[config.mk]
export PLATFORM = sky130hd
export DESIGN_NAME = dmem_arbiter_flat
export DESIGN_NICKNAME = d
export VERILOG_FILES = /design/src/rtl/dmem_arbiter_if.sv /design/src/rtl/dmem_arbiter.sv /design/src/flat_wrapper.sv
export SDC_FILE = /design/constraint.sdc
export NUM_CORES = 1
export LEC_CHECK = 0
export BUFFER_PORTS_ARGS = -buffer_cell sky130_fd_sc_hd__buf_2
export CAP_MARGIN = 30
export CORE_MARGIN = 2
export CORE_UTILIZATION = 42
export DETAILED_ROUTE_END_ITERATION = 6
export GPL_TIMING_DRIVEN = 0
export PLACE_DENSITY = 0.8
export SYNTH_ARGS = -nofsm -noshare
export SYNTH_HDL_FRONTEND = slang
export SYNTH_SLANG_ARGS = --single-unit
export TNS_END_PERCENT = 100
[constraint.sdc]
create_clock -name clk -period 2.9 [get_ports clk]
set_input_delay 0.58 -clock clk [delete_from_list [all_inputs] [get_ports clk]]
set_output_delay 0.58 -clock clk [all_outputs]
set_load 0.005 [all_outputs]
[src/rtl/dmem_arbiter_if.sv]
// Request, response and memory-side signal bundle for the two-port data memory arbiter.
// slave is the arbiter's view; master is the requesters-plus-memory view.
interface dmem_arbiter_if #(
   parameter int DATA_WIDTH = 32,
   parameter int ADDR_WIDTH = 4
);
   logic                  req0_valid;
   logic                  req0_ready;
   logic                  req0_we;
   logic [ADDR_WIDTH-1:0] req0_addr;
   logic [DATA_WIDTH-1:0] req0_wdata;
   logic                  req1_valid;
   logic                  req1_ready;
   logic                  req1_we;
   logic [ADDR_WIDTH-1:0] req1_addr;
   logic [DATA_WIDTH-1:0] req1_wdata;
   logic                  rsp0_valid;
   logic [DATA_WIDTH-1:0] rsp0_rdata;
   logic                  rsp1_valid;
   logic [DATA_WIDTH-1:0] rsp1_rdata;
   logic [ADDR_WIDTH-1:0] mem_addr;
   logic [DATA_WIDTH-1:0] mem_data_in;
   logic                  mem_we;
   logic                  mem_re;
   logic [DATA_WIDTH-1:0] mem_data_out;

   modport slave (
      input  req0_valid, req0_we, req0_addr, req0_wdata,
      input  req1_valid, req1_we, req1_addr, req1_wdata,
      output req0_ready, req1_ready,
      output rsp0_valid, rsp0_rdata, rsp1_valid, rsp1_rdata,
      output mem_addr, mem_data_in, mem_we, mem_re,
      input  mem_data_out
   );

   modport master (
      output req0_valid, req0_we, req0_addr, req0_wdata,
      output req1_valid, req1_we, req1_addr, req1_wdata,
      input  req0_ready, req1_ready,
      input  rsp0_valid, rsp0_rdata, rsp1_valid, rsp1_rdata,
      input  mem_addr, mem_data_in, mem_we, mem_re,
      output mem_data_out
   );
endinterface

[src/rtl/dmem_arbiter.sv]
// Round-robin arbiter sharing one data memory between the core LSU (0) and the loader/debug port (1).
// Grant/ready one cycle after valid is sampled, read data registered one cycle later; losers simply hold valid.
module dmem_arbiter #(
   parameter int DATA_WIDTH = 32,
   parameter int ADDR_WIDTH = 4
) (
   input  logic          clk,
   input  logic          rst,
   dmem_arbiter_if.slave bus
);
   typedef enum logic [1:0] {IDLE, GNT0, GNT1} state_e;

   state_e                state_q, state_d;
   logic                  last_grant_q, last_grant_d;
   logic                  rsp0_valid_q, rsp0_valid_d;
   logic                  rsp1_valid_q, rsp1_valid_d;
   logic [DATA_WIDTH-1:0] rsp0_rdata_q, rsp0_rdata_d;
   logic [DATA_WIDTH-1:0] rsp1_rdata_q, rsp1_rdata_d;
   logic                  act0, act1;

   always_ff @(posedge clk or posedge rst) begin
      if (rst) begin
         state_q      <= IDLE;
         last_grant_q <= 1'b1;
         rsp0_valid_q <= 1'b0;
         rsp1_valid_q <= 1'b0;
         rsp0_rdata_q <= '0;
         rsp1_rdata_q <= '0;
      end else begin
         state_q      <= state_d;
         last_grant_q <= last_grant_d;
         rsp0_valid_q <= rsp0_valid_d;
         rsp1_valid_q <= rsp1_valid_d;
         rsp0_rdata_q <= rsp0_rdata_d;
         rsp1_rdata_q <= rsp1_rdata_d;
      end
   end

   always_comb begin
      state_d          = IDLE;
      last_grant_d     = last_grant_q;
      bus.req0_ready   = 1'b0;
      bus.req1_ready   = 1'b0;
      bus.mem_we       = 1'b0;
      bus.mem_re       = 1'b0;
      bus.mem_addr     = {ADDR_WIDTH{1'b0}};
      bus.mem_data_in  = {DATA_WIDTH{1'b0}};

      // Same arbitration from every state, so grants can run back to back.
      case ({bus.req1_valid, bus.req0_valid})
         2'b01:   state_d = GNT0;
         2'b10:   state_d = GNT1;
         2'b11:   state_d = last_grant_q ? GNT0 : GNT1;
         default: state_d = IDLE;
      endcase
      if (state_d == GNT0) begin
         last_grant_d = 1'b0;
      end else if (state_d == GNT1) begin
         last_grant_d = 1'b1;
      end

      // A grant whose requester has since dropped valid is a dead cycle.
      act0 = (state_q == GNT0) && bus.req0_valid;
      act1 = (state_q == GNT1) && bus.req1_valid;

      if (act0) begin
         bus.req0_ready  = 1'b1;
         bus.mem_addr    = bus.req0_addr;
         bus.mem_data_in = bus.req0_wdata;
         bus.mem_we      = bus.req0_we;
         bus.mem_re      = ~bus.req0_we;
      end else if (act1) begin
         bus.req1_ready  = 1'b1;
         bus.mem_addr    = bus.req1_addr;
         bus.mem_data_in = bus.req1_wdata;
         bus.mem_we      = bus.req1_we;
         bus.mem_re      = ~bus.req1_we;
      end

      rsp0_valid_d = act0 && !bus.req0_we;
      rsp1_valid_d = act1 && !bus.req1_we;
      rsp0_rdata_d = rsp0_valid_d ? bus.mem_data_out : rsp0_rdata_q;
      rsp1_rdata_d = rsp1_valid_d ? bus.mem_data_out : rsp1_rdata_q;
   end

   assign bus.rsp0_valid = rsp0_valid_q;
   assign bus.rsp1_valid = rsp1_valid_q;
   assign bus.rsp0_rdata = rsp0_rdata_q;
   assign bus.rsp1_rdata = rsp1_rdata_q;
endmodule

[src/flat_wrapper.sv]
// flat-port wrapper written by rule: the top's interface ports become plain ports
module dmem_arbiter_flat 
#(
   parameter int DATA_WIDTH = 32,
   parameter int ADDR_WIDTH = 4
)
  (clk, rst, bus_req0_valid, bus_req0_we, bus_req0_addr, bus_req0_wdata, bus_req1_valid, bus_req1_we, bus_req1_addr, bus_req1_wdata, bus_req0_ready, bus_req1_ready, bus_rsp0_valid, bus_rsp0_rdata, bus_rsp1_valid, bus_rsp1_rdata, bus_mem_addr, bus_mem_data_in, bus_mem_we, bus_mem_re, bus_mem_data_out);
  dmem_arbiter_if #(.DATA_WIDTH(DATA_WIDTH), .ADDR_WIDTH(ADDR_WIDTH)) bus_i ();
  input  logic clk;
  input  logic rst;
  input wire logic [$bits(bus_i.req0_valid)-1:0] bus_req0_valid;
  input wire logic [$bits(bus_i.req0_we)-1:0] bus_req0_we;
  input wire logic [$bits(bus_i.req0_addr)-1:0] bus_req0_addr;
  input wire logic [$bits(bus_i.req0_wdata)-1:0] bus_req0_wdata;
  input wire logic [$bits(bus_i.req1_valid)-1:0] bus_req1_valid;
  input wire logic [$bits(bus_i.req1_we)-1:0] bus_req1_we;
  input wire logic [$bits(bus_i.req1_addr)-1:0] bus_req1_addr;
  input wire logic [$bits(bus_i.req1_wdata)-1:0] bus_req1_wdata;
  output wire logic [$bits(bus_i.req0_ready)-1:0] bus_req0_ready;
  output wire logic [$bits(bus_i.req1_ready)-1:0] bus_req1_ready;
  output wire logic [$bits(bus_i.rsp0_valid)-1:0] bus_rsp0_valid;
  output wire logic [$bits(bus_i.rsp0_rdata)-1:0] bus_rsp0_rdata;
  output wire logic [$bits(bus_i.rsp1_valid)-1:0] bus_rsp1_valid;
  output wire logic [$bits(bus_i.rsp1_rdata)-1:0] bus_rsp1_rdata;
  output wire logic [$bits(bus_i.mem_addr)-1:0] bus_mem_addr;
  output wire logic [$bits(bus_i.mem_data_in)-1:0] bus_mem_data_in;
  output wire logic [$bits(bus_i.mem_we)-1:0] bus_mem_we;
  output wire logic [$bits(bus_i.mem_re)-1:0] bus_mem_re;
  input wire logic [$bits(bus_i.mem_data_out)-1:0] bus_mem_data_out;
  assign bus_i.req0_valid = bus_req0_valid;
  assign bus_i.req0_we = bus_req0_we;
  assign bus_i.req0_addr = bus_req0_addr;
  assign bus_i.req0_wdata = bus_req0_wdata;
  assign bus_i.req1_valid = bus_req1_valid;
  assign bus_i.req1_we = bus_req1_we;
  assign bus_i.req1_addr = bus_req1_addr;
  assign bus_i.req1_wdata = bus_req1_wdata;
  assign bus_req0_ready = bus_i.req0_ready;
  assign bus_req1_ready = bus_i.req1_ready;
  assign bus_rsp0_valid = bus_i.rsp0_valid;
  assign bus_rsp0_rdata = bus_i.rsp0_rdata;
  assign bus_rsp1_valid = bus_i.rsp1_valid;
  assign bus_rsp1_rdata = bus_i.rsp1_rdata;
  assign bus_mem_addr = bus_i.mem_addr;
  assign bus_mem_data_in = bus_i.mem_data_in;
  assign bus_mem_we = bus_i.mem_we;
  assign bus_mem_re = bus_i.mem_re;
  assign bus_i.mem_data_out = bus_mem_data_out;
  dmem_arbiter #(.DATA_WIDTH(DATA_WIDTH), .ADDR_WIDTH(ADDR_WIDTH)) u_core (.clk(clk), .rst(rst), .bus(bus_i));
endmodule
==> metrics.md, run 1 <==
| Metric | Value |
|---|---|
| Reg area | `1730 um2` |
| Max capacitance violation total | `0` |
| Critical path capture point | `bus_mem_data_in[3]` |
| CP Max Fanout | `10` |
| Ports | `216` |
| Initial Util | `42.6%` |
| Largest vdd supply drop | `254 uV` |
| Height of the die | `91.8 um` |
| RR Startpoint | `u_core.state_q[0]` |
| Hpwl dp | `7.20 mm` |
| Outcome | `completed` |
| Final period util | `80.1%` |
| Max Clock Skew | `8.75 ps` |
| Post-CTS Hold Buffers | `0` |
| All-Layer GR Usage | `21.4%` |
| Port Buffers | `215` |
| CORE AREA | `7610 um2` |
| Req. time, crit path | `2320 ps` |
| Area occupied by multi-input gates | `1330 um2` |
| Largest net degree at the start of global routing | `38` |
| Via count | `2,577` |
| Area delta synth->final | `43.4%` |
| Syn. warnings | `0` |
| First-pass GRT wire length | `14.1 mm` |
| Worst Path Arrival | `1740 ps` |
| CTS buffer count | `9` |
| Share of layout cells above drive strength 1 | `73.7%` |
| CP startpoint | `u_core.state_q[0]` |
| Routed WL | `9.04 mm` |
| P per Cell Area | `645 nW/um2` |
| Avg Inst Size Synth | `16.4 um2` |
| Placer Congestion | `0.824` |
| Core Rows | `32` |
| Kind of critical path | `reg2out` |
| Clk sink count | `69` |
| R2R depth | `4` |
| Post-synth top area share | `52.6%` |
| Fmax | `0.430 GHz` |
| Antenna-violating nets left | `0` |
| Drt wl/cell | `17.0 um` |
| Iter 0 DRT Violations | `63` |
| Synth area leaders | `dfrtp_1 53%, mux2_4 26%, a22o_1 10%, mux2_2 2.8%, buf_12 1.9%` |
| Tot Pwr | `0.00300 W` |
| Design area | `4640 um2` |
| Pins over their slew limit | `0` |
| DR vias/cell | `4.85` |
| DP Area | `4460 um2` |
| Nets@finish | `534` |
| # fillers | `638` |
| Tmin final | `2320 ps` |
| Crit. End Element | `output pin` |
| Final setup vio count | `0` |
| Clock tree buffer depth | `2` |
| Clk root buf | `clkbuf_8` |
| Static leakage | `2.54 nW` |
| Slew margin rel. | `54.2%` |
| Reg2reg end | `u_core.bus.rsp1_rdata[12]` |
| # DRC | `0` |
| H-tree levels | `3` |
| Worst-path clk slew | `80 ps` |
| Vias in the first global route | `2,675` |
| CTS tree | `yes` |
| Unrepaired setup endpoints after global routing | `no` |
| Yosys reg bits | `69` |
| Synth Net Count | `307` |
| Cell Area, Synth | `3240 um2` |
| Startpoint Class | `flip-flop` |
| Post-synth cell types | `18` |
| Die Width | `91.8 um` |
| Post-CTS Setup Inserts | `0` |
| Skew-Pair Late Insertion Delay | `330 ps` |
| CTS-repair resized insts | `0` |
| Top cell type by total area after synthesis | `dfrtp_1` |
| Initial DRT Pass Iterations | `4` |
| Full die area | `8430 um2` |
| Finished Core Util | `61.1%` |
| Worst-margin pin slew | `686 ps` |
| N_diodes | `0` |
| Flop-to-flop setup slack | `1480 ps` |
| Grt total ovfl | `0` |
| Endpoints failing hold | `0` |
| Syn Inst Count | `197` |
| Sequential area share after synthesis | `53.4%` |
| Initial antenna violation count | `0` |
| HP Class | `in2async` |
kinds of logic (layout without fill, tap and decap cells):
family | after synthesis | after routing | share of synthesized area [%]
multiplexers | 64 | 64 | 28.7
AND/OR/NAND/NOR | 6 | 6 | 1.66
AO/OA/AOI/OAI | 40 | 40 | 10.6
flip-flops | 69 | 69 | 53.4
buffers and inverters | 18 | 250 | 5.60
through the flow:
| step | setup WS (ps) | cells | TNS [ps] | hold WS (ps) |
|---|---|---|---|---|
| final | 577 | 531 | 0 | 343 |
| after global routing | 461 | 531 | 0 | 397 |
| after CTS | 543 | 531 | 0 | 346 |
| after detailed placement | 639 | 515 | 0 | 487 |
| after global placement | -130 | 514 | -8600 | 486 |
| after floorplan | 582 | 197 | 0 | 494 |
worst max-delay path, stage by stage, from the launching register on:
cell     delay [ps]
dfrtp_1         390
and3b_1         240
buf_2           250
buf_4           230
a22o_1          180
buf_2           120
power by group:
| part | leakage, nW | switching (W) | internal, W |
|---|---|---|---|
| logic | 1.62 | 0.000329 | 0.000602 |
| registers | 0.831 | 0.000139 | 0.00122 |
| clock network | 0.0853 | 0.000365 | 0.000338 |
Yosys cell counts:
| cell | count |
|---|---|
| inv_1 | 2 |
| mux2_4 | 56 |
| buf_6 | 3 |
| or2_2 | 1 |
| nor2_1 | 1 |
| dfstp_2 | 1 |
| mux2_2 | 8 |
| buf_4 | 4 |
| buf_12 | 3 |
| buf_8 | 2 |
| dfrtp_1 | 68 |
| a21oi_1 | 1 |
| a21boi_0 | 2 |
| buf_2 | 4 |
| and4bb_1 | 2 |
| and3b_1 | 1 |
| and3b_2 | 1 |
| a22o_1 | 37 |
how the worst min path moves through the flow:
stage / endpoint / cells after the start / start
floorplan: u_core.last_grant_q / 2 / u_core.last_grant_q
global placement: u_core.bus.rsp1_rdata[31] / 1 / u_core.bus.rsp1_rdata[31]
detailed placement: u_core.bus.rsp0_rdata[8] / 1 / u_core.bus.rsp0_rdata[8]
CTS: u_core.bus.rsp1_rdata[21] / 2 / rst
global route: u_core.bus.rsp1_rdata[21] / 2 / rst
finish: u_core.bus.rsp0_rdata[21] / 2 / rst
layer usage:
layer / vias to the layer above / global-route usage (%) / routed length [um]
met5: - / 0 / 0
met4: 0 / 6.22 / 102
met3: 10 / 5.09 / 635
met2: 133 / 37.6 / 4530
met1: 1241 / 26.2 / 3770
li1: 1193 / - / -
layout make-up:
cell class,count,share of cell area [%]
multi-input cells,110,28.6
plain buffers,16,3.74
clock inverters,6,0.970
flip-flops and latches,69,37.2
clock buffers,10,2.96
repair buffers,216,23.6
inverters,2,0.162
well taps,102,2.75
placed cells by master, fill, tap and decap left out, drive strengths merged, types with 2 or more instances in the layout:
| cell | synthesis | layout |
|---|---|---|
| inv | 2 | 4 |
| and4bb | 2 | 2 |
| buf | 16 | 232 |
| a21boi | 2 | 2 |
| and3b | 2 | 2 |
| a22o | 37 | 37 |
| mux2 | 64 | 64 |
| clkinvlp | 0 | 3 |
| clkbuf | 0 | 10 |
| dfrtp | 68 | 68 |
registers in the layout (all words and copies together), names as in the netlist:
name / count
u_core.bus.rsp0_rdata: 32
u_core.bus.rsp0_valid: 1
u_core.bus.rsp1_rdata: 32
u_core.state_q: 2
u_core.bus.rsp1_valid: 1
u_core.last_grant_q: 1
Power figures use the tool's default switching activity.
==> run 2: changes to the inputs <==
Settings changed: ABC_AREA set to 1, CORE_UTILIZATION 42 to 37, PLACE_DENSITY 0.8 to 0.76.
Clock period 2.9 ns to 2 ns, I/O delays scaled along.
==> metrics.md, run 2 <==
| Metric | Value |
|---|---|
| Pins over their slew limit | `0 (unchanged)` |
| Tmin final | `1900 ps` |
| Top cell type by total area after synthesis | `dfrtp_1` |
| R2R depth | `7 (+3)` |
| Largest family of logic cells by synthesized area | `simple AND/OR/NAND/NOR gates` |
| Worst-margin pin slew | `681 ps (-5.35 ps)` |
| Crit-path cells | `nand2_1 > nor2_4 > clkbuf_4 > nand2_1 > nand2_1 > buf_2` |
| Hpwl dp | `7.81 mm (+8.5%)` |
| Nets@finish | `756 (+42%)` |
| Top Usage Layer GRT | `met2` |
| Compound-Gate Fraction of Synth Area | `0.319% (-10 points)` |
| Grt total ovfl | `0 (unchanged)` |
| Initial antenna violation count | `0 (unchanged)` |
| First-pass GRT wire length | `15.6 mm (+11%)` |
| Req. time, crit path | `1600 ps (-720 ps)` |
| Max incr delay on CP | `390 ps (about the same)` |
| Post-Synth Simple-Gate Area | `40.1% (+38 points)` |
| DR vias/cell | `4.70 (-3.2%)` |
| Port Buffers | `215 (unchanged)` |
| Ports | `216 (unchanged)` |
| Commonest non-fill, non-tap cell in the layout | `nand2_1` |
| CORE AREA | `8220 um2 (+8.0%)` |
| Skew-Pair Late Insertion Delay | `350 ps (+20 ps)` |
| Initial DRT Pass Iterations | `6 (+2)` |
| Slew margin rel. | `54.5% (+0.33 points)` |
| Tot Pwr | `0.00420 W (+40%)` |
| CP max-delay cell | `dfrtp_1` |
| Largest vdd supply drop | `304 uV (+20%)` |
| Avg Inst Size Synth | `7.53 um2 (-54%)` |
| Clk sink count | `69 (unchanged)` |
| Clock tree buffer depth | `2 (unchanged)` |
| Design area | `4670 um2 (+0.65%)` |
| Post-synth cell types | `11 (-7)` |
| Most numerous cell in the Yosys netlist | `nand2_1` |
| Unrepaired setup endpoints after global routing | `yes` |
| Reg2reg end | `u_core.bus.rsp0_rdata[18]` |
| CP Max Fanout | `10 (unchanged)` |
| Synth area leaders | `dfrtp_1 54%, nand2_1 30%, nand3_1 10%, buf_2 2.5%, clkbuf_1 1.2%` |
| Drt wl/cell | `13.4 um (-21%)` |
| HP Class | `in2async` |
| Synth Net Count | `527 (+72%)` |
| Met3 Use GR | `4.54% (-0.55 points)` |
| P per Cell Area | `898 nW/um2 (+39%)` |
| Most common cell on crit path | `nand2_1` |
| Syn Inst Count | `417 (+110%)` |
| Clk root buf | `clkbuf_8` |
| Mux cell area share after synthesis | `0% (-29 points)` |
| Post-synth ARST share | `100% (unchanged)` |
| Final setup vio count | `0 (unchanged)` |
| Post-synth top area share | `54.2% (+1.6 points)` |
| N_diodes | `0 (unchanged)` |
| All-Layer GR Usage | `22.2% (+0.83 points)` |
| Die Width | `96.1 um (+4.7%)` |
| Core Rows | `33 (+3.1%)` |
| Initial Util | `38.2% (-4.3 points)` |
| # fillers | `785 (+23%)` |
| DP Area | `4370 um2 (-2.0%)` |
| Max capacitance violation total | `0 (unchanged)` |
| CTS buffer count | `9 (unchanged)` |
| Flop-to-flop setup slack | `570 ps (-910 ps)` |
| Iter 0 DRT Violations | `112 (+78%)` |
| Synth Area in XOR/XNOR | `0% (unchanged)` |
| Final period util | `94.8%` |
| Yosys reg bits | `69 (unchanged)` |
| H-tree levels | `3 (unchanged)` |
| Largest net degree at the start of global routing | `41 (+7.9%)` |
| Static leakage | `2.95 nW (+16%)` |
| # DRC | `0 (unchanged)` |
| Worst-path clk slew | `80 ps (about the same)` |
| Fmax | `0.527 GHz` |
| Max Clock Skew | `9.79 ps (+1.05 ps)` |
| Height of the die | `96.1 um (+4.7%)` |
| Outcome | `completed` |
| CTS tree | `yes` |
| Cell Area, Synth | `3140 um2 (-3.0%)` |
| GRT met2 Usage | `39.7% (+2.1 points)` |
| Vias in the first global route | `3,467 (+30%)` |
| Post-synthesis adder-cell area fraction | `0% (unchanged)` |
| Share of layout cells above drive strength 1 | `39.9% (-34 points)` |
| Syn. warnings | `0 (unchanged)` |
| Full die area | `9240 um2 (+9.7%)` |
| Commonest cells after routing, fill and taps aside | `245 x nand2_1, 225 x buf_2, 68 x dfrtp_1, 64 x nand3_1` |
| Post-CTS Hold Buffers | `0 (unchanged)` |
| Sequential area share after synthesis | `55.0% (+1.6 points)` |
| Worst Path Arrival | `1500 ps (-240 ps)` |
| Startpoint Class | `flip-flop` |
| Kind of critical path | `reg2out` |
| RR Startpoint | `u_core.state_q[0]` |
| Commonest cells in the netlist | `247 x nand2_1, 68 x dfrtp_1, 64 x nand3_1` |
| Antenna-violating nets left | `0 (unchanged)` |
| Main synth FF type | `dfrtp_1` |
| Post-synth EDFFs | `0 (unchanged)` |
| Routed WL | `10.2 mm (+12%)` |
| Placer Congestion | `0.815 (-1.1%)` |
| Grt met1 use | `25.8% (-0.37 points)` |
| Area delta synth->final | `48.8%` |
| Via count | `3,551 (+38%)` |
| Endpoints failing hold | `0 (unchanged)` |
| Crit. End Element | `output pin` |
==> run 2: cell types whose count changed in the layout (fill, tap and decap cells not counted), moves of 3 or more <==
cell      before  now
mux2_4        56    0
clkbuf_1       0    6
nand2_1        0  245
buf_4          4    9
buf_2        219  225
a22o_1        37    0
mux2_2         8    0
nand3_1        0   64
inv_1          1    4
buf_6          3    0
==> run 2: how the worst max path moves through the flow <==
| stage | slack [ps] | endpoint | start | depth (start not counted) |
|---|---|---|---|---|
| after floorplan | 550 | bus_mem_data_in[10] | bus_req0_valid | 5 |
| after global placement | -30 | bus_mem_re | bus_req0_valid | 7 |
| after detailed placement | -50 | bus_mem_re | bus_req1_valid | 7 |
| after CTS | -20 | bus_mem_re | u_core.state_q[0] | 5 |
| after global routing | -20 | bus_mem_addr[0] | u_core.state_q[0] | 6 |
| final | 100 | bus_mem_data_in[19] | u_core.state_q[1] | 6 |
==> run 2: cells by family after synthesis <==
family | count (synthesis)
flops | 69
simple gates | 313
compound gates | 2
buf+inv | 33
==> run 2: final cells by class <==
type,instances,area (um2),share of cell area [%]
timing repair buffer,220,1150,24.6
clock buffer,9,124,2.65
inverter,7,30.0,0.642
clock inverter,7,73.8,1.58
tap,105,131,2.81
buffer,24,133,2.84
sequential,69,1730,37.0
multi-input combinational,315,1300,27.9
==> run 2: timing repair <==
action,CTS,global route
buffers inserted,2,2
endpoints found under the setup margin,38,38
gates resized for setup,15,9
pin swaps,2,2
==> run 2: metrics by stage <==
stage,setup WS (ps),utilization [%],instances,TNS (ps),hold slack (ps)
floorplan,555,-,417,0,465
detailed placement,-46.8,53.2,738,-46.8,453
CTS,-16.9,56.2,755,-25.3,147
global placement,-32.9,53.0,737,-32.9,448
global route,-24.3,56.9,756,-78.7,170
finish,104,56.9,756,0,140
==> run 2: report_power, final <==
group / internal (W) / switching, W
clock network: 0.000580 / 0.000557
logic: 0.000535 / 0.000591
registers: 0.00175 / 0.000187
total: 0.00286 / 0.00134
==> run 2: per-layer routing <==
metal | vias up | wire [um]
li1 | 1757 | -
met1 | 1613 | 3990
met2 | 163 | 5230
met3 | 18 | 736
met4 | 0 | 200
met5 | - | 0
==> run 2: worst max-delay path: cells and delay by family, from the launching register on <==
| kind | cells | cell delay, ps |
|---|---|---|
| buffers and inverters | 2 | 340 |
| and+or+nand+nor | 4 | 410 |
| DFF | 1 | 390 |
==> run 3: changes to the inputs <==
Clock period 2 ns to 1.55 ns, I/O delays scaled along.
==> metrics.md, run 3 (synthesis gave the netlist of run 2 again) <==
| Metric | Value |
|---|---|
| H-tree levels | `3 (unchanged)` |
| Antenna-violating nets left | `0 (unchanged)` |
| Clock tree buffer depth | `2 (unchanged)` |
| Max Clock Skew | `7.96 ps (-1.83 ps)` |
| CP startpoint | `u_core.state_q[1]` |
| Kind of critical path | `reg2out` |
| CTS tree | `yes` |
| Share of layout cells above drive strength 1 | `48.0% (+8.0 points)` |
| Clk sink count | `69 (unchanged)` |
| Initial Util | `38.2% (unchanged)` |
| # DRC | `0 (unchanged)` |
| Height of the die | `96.1 um (unchanged)` |
| Largest net degree at the start of global routing | `41 (unchanged)` |
| Clk root buf | `clkbuf_8` |
| Routed WL | `11.0 mm (+7.9%)` |
| Static leakage | `3.15 nW (+6.8%)` |
| Initial DRT Pass Iterations | `5 (-1)` |
| First-pass GRT wire length | `16.3 mm (+4.5%)` |
| Slew margin rel. | `54.4% (-0.098 points)` |
| CORE AREA | `8220 um2 (unchanged)` |
| Vias in the first global route | `3,593 (+3.6%)` |
| Commonest cells after routing, fill and taps aside | `218 x buf_2, 202 x nand2_1, 68 x dfrtp_1, 64 x nand3_1, 36 x nand2_2` |
| Unrepaired setup endpoints after global routing | `yes` |
| Req. time, crit path | `1240 ps (-360 ps)` |
| Critical path capture point | `bus_mem_data_in[21]` |
| Pins over their slew limit | `0 (unchanged)` |
| Startpoint Class | `flip-flop` |
| Tot Pwr | `0.00556 W (+32%)` |
| Full die area | `9240 um2 (unchanged)` |
| Die Width | `96.1 um (unchanged)` |
| CP Max Fanout | `8 (-2)` |
| Reg2reg end | `u_core.bus.rsp0_rdata[18]` |
| RR Startpoint | `u_core.state_q[1]` |
| P per Cell Area | `1080 nW/um2 (+21%)` |
| Placed insts | `738 (unchanged)` |
| Hpwl dp | `7.81 mm (unchanged)` |
| Endpoints failing hold | `0 (unchanged)` |
| Post-CTS Hold Buffers | `0 (unchanged)` |
| Drt wl/cell | `14.2 um (+5.3%)` |
| Iter 0 DRT Violations | `101 (-9.8%)` |
| Final setup vio count | `40 (+40)` |
| Port Buffers | `215 (unchanged)` |
| DR vias/cell | `4.72 (+0.54%)` |
| Nets@finish | `774 (+2.4%)` |
| HP Class | `in2async` |
| Worst-path clk slew | `80 ps (about the same)` |
| Failing checks | `negative setup slack` |
| Placer Congestion | `0.815 (unchanged)` |
| Outcome | `finished, violations left` |
| Commonest non-fill, non-tap cell in the layout | `buf_2` |
| Largest vdd supply drop | `384 uV (+26%)` |
| Worst Path Arrival | `1520 ps (+20 ps)` |
| Initial antenna violation count | `0 (unchanged)` |
| Via count | `3,655 (+2.9%)` |
| Ports | `216 (unchanged)` |
| N_diodes | `0 (unchanged)` |
| Grt total ovfl | `0 (unchanged)` |
| Setup ws final | `-279 ps (-384 ps)` |
| Post-Layout Cell Count | `774 (+2.4%)` |
| Tmin final | `1830 ps` |
| Core Rows | `33 (unchanged)` |
| Fmax | `0.547 GHz` |
| Flop-to-flop setup slack | `80 ps (-490 ps)` |
| Final period util | `118%` |
| All-Layer GR Usage | `23.3% (+1.1 points)` |
| CTS buffer count | `9 (unchanged)` |
| Crit. End Element | `output pin` |
| Worst-margin pin slew | `683 ps (+1.47 ps)` |
| R2R depth | `9 (+2)` |
| Max capacitance violation total | `0 (unchanged)` |
| Skew-Pair Late Insertion Delay | `340 ps (about the same)` |
| Area delta synth->final | `63.4%` |
[run 3: cell count changes in the layout (fill, tap and decap cells not counted), sizes merged]
| cell | change |
|---|---|
| buf | +11 |
| clkbuf | +7 |
[run 3: power by group]
group / internal (W) / switching (W)
combinational: 0.000782 / 0.000821
clock: 0.000748 / 0.000714
sequential: 0.00226 / 0.000239
total: 0.00379 / 0.00177
[run 3: critical path, cell delays in order (launching register included)]
cell	delay [ps]
dfrtp_1	390
buf_6	120
nor2_4	130
buf_12	160
buf_8	140
nand2_2	50
nand2_1	60
buf_2	120
[run 3: worst min-delay path by stage]
stage                                   start  cells after the start                   endpoint  slack, ps
detailed placement                        rst                      2  u_core.bus.rsp0_rdata[17]        450
global placement    u_core.bus.rsp0_rdata[10]                      2  u_core.bus.rsp0_rdata[10]        450
finish                                    rst                      2  u_core.bus.rsp0_rdata[22]         60
CTS                                       rst                      2  u_core.bus.rsp0_rdata[22]         60
global route                              rst                      2  u_core.bus.rsp0_rdata[23]         80
floorplan                      bus_req0_valid                      1        u_core.last_grant_q        380
[run 3: what timing repair did]
action,CTS,global route
resized for setup,50,50
setup endpoints to repair,63,61
pin swaps,20,19
setup buffers,11,5
gates cloned,4,2
[run 3: cell type report]
cell class	count	area, um2
plain buffers	24	204
clock buffers	9	124
clock inverters	7	73.8
fillers	741	3080
inverters	7	30.0
multi-input cells	315	1460
flip-flops and latches	69	1730
well taps	105	131
repair buffers	238	1390
[run 3: metrics by stage]
step                util (%)  cell area (um2)  setup slack, ps  setup TNS [ps]  hold slack [ps]
floorplan                  -             3150              239               0              384
global placement        53.0             4350             -303           -8380              448
detailed placement      53.2             4370             -317          -10230              446
CTS                     59.6             4900             -240           -8580             56.7
global route            62.5             5130             -354          -12730             79.5
finish                  62.5             5130             -279           -9520             55.8
[run 3: metal layers]
metal / routed length [um] / vias to the layer above / GRT usage [%]
met5: 0 / - / 0
met4: 242 / 0 / 10.0
met3: 719 / 20 / 4.62
met2: 5820 / 156 / 41.8
met1: 4170 / 1675 / 26.6
li1: - / 1804 / -
